===== config.mk =====
export PLATFORM = sky130hd
export DESIGN_NAME = dac_sample_scheduler
export DESIGN_NICKNAME = d
export VERILOG_FILES = /design/src/rtl/dac_sample_scheduler.sv
export SDC_FILE = /design/constraint.sdc
export NUM_CORES = 1
export LEC_CHECK = 0
export CORE_UTILIZATION = 61
export DETAILED_ROUTE_END_ITERATION = 12
export HOLD_SLACK_MARGIN = 0.12
export PLACE_DENSITY_LB_ADDON = 0.05
export SLEW_MARGIN = 10
export SYNTH_ARGS = -nofsm -noshare
export SYNTH_HDL_FRONTEND = slang
export SYNTH_SLANG_ARGS = --single-unit

===== constraint.sdc =====
create_clock -name clk -period 5.12 [get_ports clk]
set_clock_uncertainty 0.05 [all_clocks]
set_input_delay 1.28 -clock clk [delete_from_list [all_inputs] [get_ports clk]]
set_output_delay 1.28 -clock clk [all_outputs]
set_load 0.05 [all_outputs]

===== src/rtl/dac_sample_scheduler.sv =====
// rtl/dac_sample_scheduler.sv - FIFO-fed PWM DAC sample scheduler
//
// Buffers DAC sample codes in a small FIFO. While running, each code is played
// as a PWM waveform whose period is 2^CODE_WIDTH clk cycles, and each code is
// held for PERIODS_PER_SAMPLE periods.
//
// Ports:
//   clk           - clock, all logic on the rising edge
//   rst           - synchronous active-high reset
//   enable        - run request
//   sample_in     - sample code to enqueue
//   sample_valid  - sample_in is valid
//   sample_ready  - FIFO can accept (registered-only path, equals !full)
//   pwm_out       - registered PWM bit
//   fifo_count    - FIFO occupancy
//   underflow     - sticky flag, a sample load found the FIFO empty
//   clr_underflow - clears underflow (a simultaneous new underflow wins)
//   running       - high while in RUN
module dac_sample_scheduler #(
  parameter int CODE_WIDTH         = 10,
  parameter int PERIODS_PER_SAMPLE = 4,
  parameter int FIFO_DEPTH         = 4
) (
  input  logic                          clk,
  input  logic                          rst,
  input  logic                          enable,
  input  logic [CODE_WIDTH-1:0]         sample_in,
  input  logic                          sample_valid,
  output logic                          sample_ready,
  output logic                          pwm_out,
  output logic [$clog2(FIFO_DEPTH):0]   fifo_count,
  output logic                          underflow,
  input  logic                          clr_underflow,
  output logic                          running
);

  localparam int AW = $clog2(FIFO_DEPTH);
  localparam int CW = AW + 1;
  localparam int PW = (PERIODS_PER_SAMPLE > 1) ? $clog2(PERIODS_PER_SAMPLE) : 1;
  localparam logic [PW-1:0]         PERIOD_LAST = PW'(PERIODS_PER_SAMPLE - 1);
  localparam logic [CODE_WIDTH-1:0] PWM_MAX     = {CODE_WIDTH{1'b1}};

  typedef enum logic {ST_STOP, ST_RUN} state_t;

  state_t                state_q, state_d;
  logic [CODE_WIDTH-1:0] mem_q [FIFO_DEPTH];
  logic [AW-1:0]         wr_ptr_q, rd_ptr_q;
  logic [CW-1:0]         count_q;
  logic [CODE_WIDTH-1:0] pwm_cnt_q, pwm_cnt_d;
  logic [CODE_WIDTH-1:0] cur_code_q, cur_code_d;
  logic [PW-1:0]         period_cnt_q, period_cnt_d;
  logic                  pwm_q, pwm_d;
  logic                  underflow_q, underflow_d;
  logic                  push, pop, full, empty, uf_set, period_end;

  assign full       = (count_q == CW'(FIFO_DEPTH));
  assign empty      = (count_q == '0);
  // ready depends only on registered occupancy, so no input-to-output path
  assign push       = sample_valid && !full;
  assign period_end = (pwm_cnt_q == PWM_MAX);

  always_comb begin
    state_d      = state_q;
    pwm_cnt_d    = pwm_cnt_q;
    period_cnt_d = period_cnt_q;
    cur_code_d   = cur_code_q;
    pwm_d        = 1'b0;
    pop          = 1'b0;
    uf_set       = 1'b0;
    case (state_q)
      ST_STOP: begin
        pwm_cnt_d    = '0;
        period_cnt_d = '0;
        if (enable && !empty) begin
          state_d    = ST_RUN;
          pop        = 1'b1;
          cur_code_d = mem_q[rd_ptr_q];
        end
      end
      ST_RUN: begin
        pwm_cnt_d = pwm_cnt_q + CODE_WIDTH'(1);
        pwm_d     = (pwm_cnt_q < cur_code_q);
        if (period_end) begin
          if (!enable) begin
            // enable is only looked at here, so a short glitch within a
            // period is ignored and the period always completes
            state_d      = ST_STOP;
            period_cnt_d = '0;
          end else if (period_cnt_q == PERIOD_LAST) begin
            period_cnt_d = '0;
            if (!empty) begin
              pop        = 1'b1;
              cur_code_d = mem_q[rd_ptr_q];
            end else begin
              // a same-cycle push is not bypassed; the old code is held
              uf_set = 1'b1;
            end
          end else begin
            period_cnt_d = period_cnt_q + PW'(1);
          end
        end
      end
      default: state_d = ST_STOP;
    endcase
    underflow_d = uf_set | (underflow_q & ~clr_underflow);
  end

  always_ff @(posedge clk) begin
    if (rst) begin
      state_q      <= ST_STOP;
      wr_ptr_q     <= '0;
      rd_ptr_q     <= '0;
      count_q      <= '0;
      pwm_cnt_q    <= '0;
      period_cnt_q <= '0;
      cur_code_q   <= '0;
      pwm_q        <= 1'b0;
      underflow_q  <= 1'b0;
    end else begin
      state_q      <= state_d;
      pwm_cnt_q    <= pwm_cnt_d;
      period_cnt_q <= period_cnt_d;
      cur_code_q   <= cur_code_d;
      pwm_q        <= pwm_d;
      underflow_q  <= underflow_d;
      if (push) wr_ptr_q <= wr_ptr_q + AW'(1);
      if (pop)  rd_ptr_q <= rd_ptr_q + AW'(1);
      count_q <= count_q + CW'(push) - CW'(pop);
    end
  end

  // storage needs no reset; the cleared pointers make old contents invisible
  always_ff @(posedge clk) begin
    if (push) mem_q[wr_ptr_q] <= sample_in;
  end

  assign sample_ready = !full;
  assign pwm_out      = pwm_q;
  assign fifo_count   = count_q;
  assign underflow    = underflow_q;
  assign running      = (state_q == ST_RUN);

endmodule


==> metrics.txt <==
outcome finished clean; Port Buffers 21; Finish-stage setup viols 0; Clk pin slew, worst setup/hold paths 0.07 ns; effective utilization at floorplan 63.9%; minimum clock period after layout about 3.3 ns; worst-skew pair later-pin latency about 0.33 ns; Post-Synthesis Net Count between 200 and 300; per-cell routed wire length around 14 um; DRC viols 0; CP Launch Type input port; 1st-iter DRT viols 58; Vias/cell 5.23; metal1 wirelength between 2000 and 2500 um; Detailed Place HPWL between 2000 and 3000 um; largest cells by area after synthesis edfxtp_1 (39%), dfxtp_1 (22%), mux4_2 (7.4%); count of antenna diodes in the layout 0; Synth Register Bits 74; number of buffers created by CTS 9; longest individual stage delay on the worst path just under 0.6 ns; worst setup slack before clock tree synthesis 1.50 ns; iteration count of the initial detailed-routing pass 4; sum of overflow across all layers after global routing 0; area overhead of the layout relative to synthesis 14.6%; Hold Fails Final Rpt 0; std cell rows 25; slowest CP cell clkdlybuf4s50_1; H-tree lvl count 3; antenna violations before repair 0; Crit Path Class input port to flop; total power after layout 1.58 mW; pin slew with the least headroom to its limit between 0.7 and 0.8 ns; first-pass GRT wire length roughly 7400 um; Floorplan Core Area between 4000 and 5000 um2; unrepaired setup endpoints after global routing no; class of the most critical hold timing path flop to flop; post-route clock period utilization a little under two thirds; power density over the cells between 400 and 500 nW/um2; share of flip-flops with an asynchronous set or reset after synthesis 0%; vias in the first global route approximately 1700; crit end category flop; Critical Path Fanout Max 15; post-synthesis instance total around 230; CTS Root Buffer Type clkbuf_8; total wire length after detailed routing between 4000 and 5000 um; maximum root-to-sink buffer count 2; Synth Cell Area 3060 um2; total number of nets in the final design approximately 290; Lkg Pwr ~1.3 nW; Max VDD drop 0.252 mV; # Post-CTS Setup Buffers 0; number of gates resized after CTS 0; overall global routing resource usage around a fifth; vertical die dimension around 73 um; maximum clock frequency between 300 and 400 MHz; Synth Area per Inst about 13 um2; Synth area leader edfxtp_1; Critical Path, Cell by Cell clkdlybuf4s50_1, nand3_2, or2_1, nand2_1, ha_1, fa_1, nor2b_1; max capacitance violation total 0; overall die width around 73 um; Top-Level Pins 22; die footprint between 5000 and 6000 um2; min setup slack post-route roughly 1.9 ns; total clock sinks 74; TritonCTS clock tree yes; required time of the worst setup path approximately 5.3 ns; RePlAce Congestion about 0.73; portion of synthesized cell area occupied by the leading cell type about two fifths; leading register cell type out of synthesis edfxtp_1; count of antenna-violating nets left after detailed routing 0; WL met3 111 um; maximum number of pins on one net before global-route repair 23; Setup Total Neg Slack 0 ns; vias 1710; distinct cell type count after synthesis 34; sequential area share after synthesis 61.5%; met2 wirelength from detailed routing between 2000 and 2500 um; Highest Signal Layer met4; Slew headroom about half; hold-fix buffers at CTS 0; EDFF count, synth 40; number of slew-limit violations in the final report 0; layout cells sized above 1 about a tenth; WP data arrival 3.39 ns; count of warnings emitted by yosys 0
==> cells by family after synthesis <==
kind of cell    count (synthesis)  synth area share, %
xor+xnor                       12                 3.44
flops                          74                 61.5
compound gates                 18                 3.81
fa+ha+maj                      17                 7.20
mux                            21                 11.0
buf+inv                        21                 2.66
simple gates                   66                 10.4
==> synthesized netlist by cell type, types with 2 or more instances <==
| library cell | instances |
|---|---|
| a211oi_1 | 3 |
| a21oi_1 | 6 |
| and3_1 | 5 |
| buf_1 | 2 |
| buf_2 | 2 |
| clkbuf_1 | 2 |
| dfxtp_1 | 34 |
| edfxtp_1 | 40 |
| ha_1 | 16 |
| inv_1 | 15 |
| mux2i_1 | 11 |
| mux4_2 | 10 |
| nand2_1 | 12 |
| nand2b_1 | 3 |
| nand3_1 | 3 |
| nand4_1 | 3 |
| nor2_1 | 30 |
| nor2b_1 | 2 |
| o21a_1 | 2 |
| o21ai_0 | 2 |
| or3_1 | 3 |
| xnor2_1 | 9 |
| xor2_1 | 3 |
==> critical path, delay by kind of cell <==
family | cells | cell delay, ns
buffers and inverters | 1 | 0.58
adder cells (fa/ha/maj) | 2 | 0.57
AND/OR/NAND/NOR | 4 | 0.97
==> placed cells by master, fill, tap and decap left out, types with 5 or more instances in the layout <==
cell type,n
clkdlybuf4s50_1,21
dfxtp_1,34
edfxtp_1,40
inv_1,15
xnor2_1,9
ha_1,16
mux2i_1,11
nand2_1,12
and3_1,5
nor2_1,30
clkbuf_8,9
a21oi_1,6
mux4_2,10
==> metrics by stage <==
step	hold slack [ns]	cells	cell area, um2	util [%]
final	0.407	327	3510	73.3
after global routing	0.441	327	3510	73.3
after CTS	0.411	327	3510	73.3
after global placement	0.394	311	3330	69.5
after detailed placement	0.402	311	3330	69.5
after floorplan	0.371	229	3060	-
==> area by class of cell <==
type / instances / area (um2)
sequential: 74 / 1880
fill: 333 / 1280
multi-input combinational: 134 / 1090
timing repair buffer: 21 / 210
clock buffer: 12 / 135
tap: 67 / 83.8
inverter: 15 / 56.3
clock inverter: 4 / 43.8
==> final timing paths <==
kind	startpoint	to	slack, ns	cells after the start
worst min-delay path	period_cnt_q[1]	period_cnt_q[1]	0.41	2
worst min register to register	period_cnt_q[1]	period_cnt_q[1]	0.41	2
worst max-delay path	enable	fifo_count[1]	1.87	7
worst max register to register	pwm_cnt_q[1]	fifo_count[1]	2.35	9
==> registers in the layout, indices dropped and copies added (netlist names), named ones only <==
signal and count:
fifo_count 3, running 1, underflow 1, period_cnt_q 2, pwm_out 1, cur_code_q 10, mem_q 40, pwm_cnt_q 10
wr_ptr_q 2, rd_ptr_q 2
==> layer usage <==
layer  track usage, %  up-vias
li1                 -      868
met1             25.1      812
met2             31.5       22
met3             5.39        8
met4             11.1        0
met5                0        -
==> where the power goes <==
part	leakage (nW)	internal (mW)	switching [mW]
combinational	0.542	0.190	0.199
sequential	0.643	0.716	0.0629
clock	0.0918	0.223	0.192
total	1.28	1.13	0.454
No activity file was read; power rests on OpenSTA's default activity.
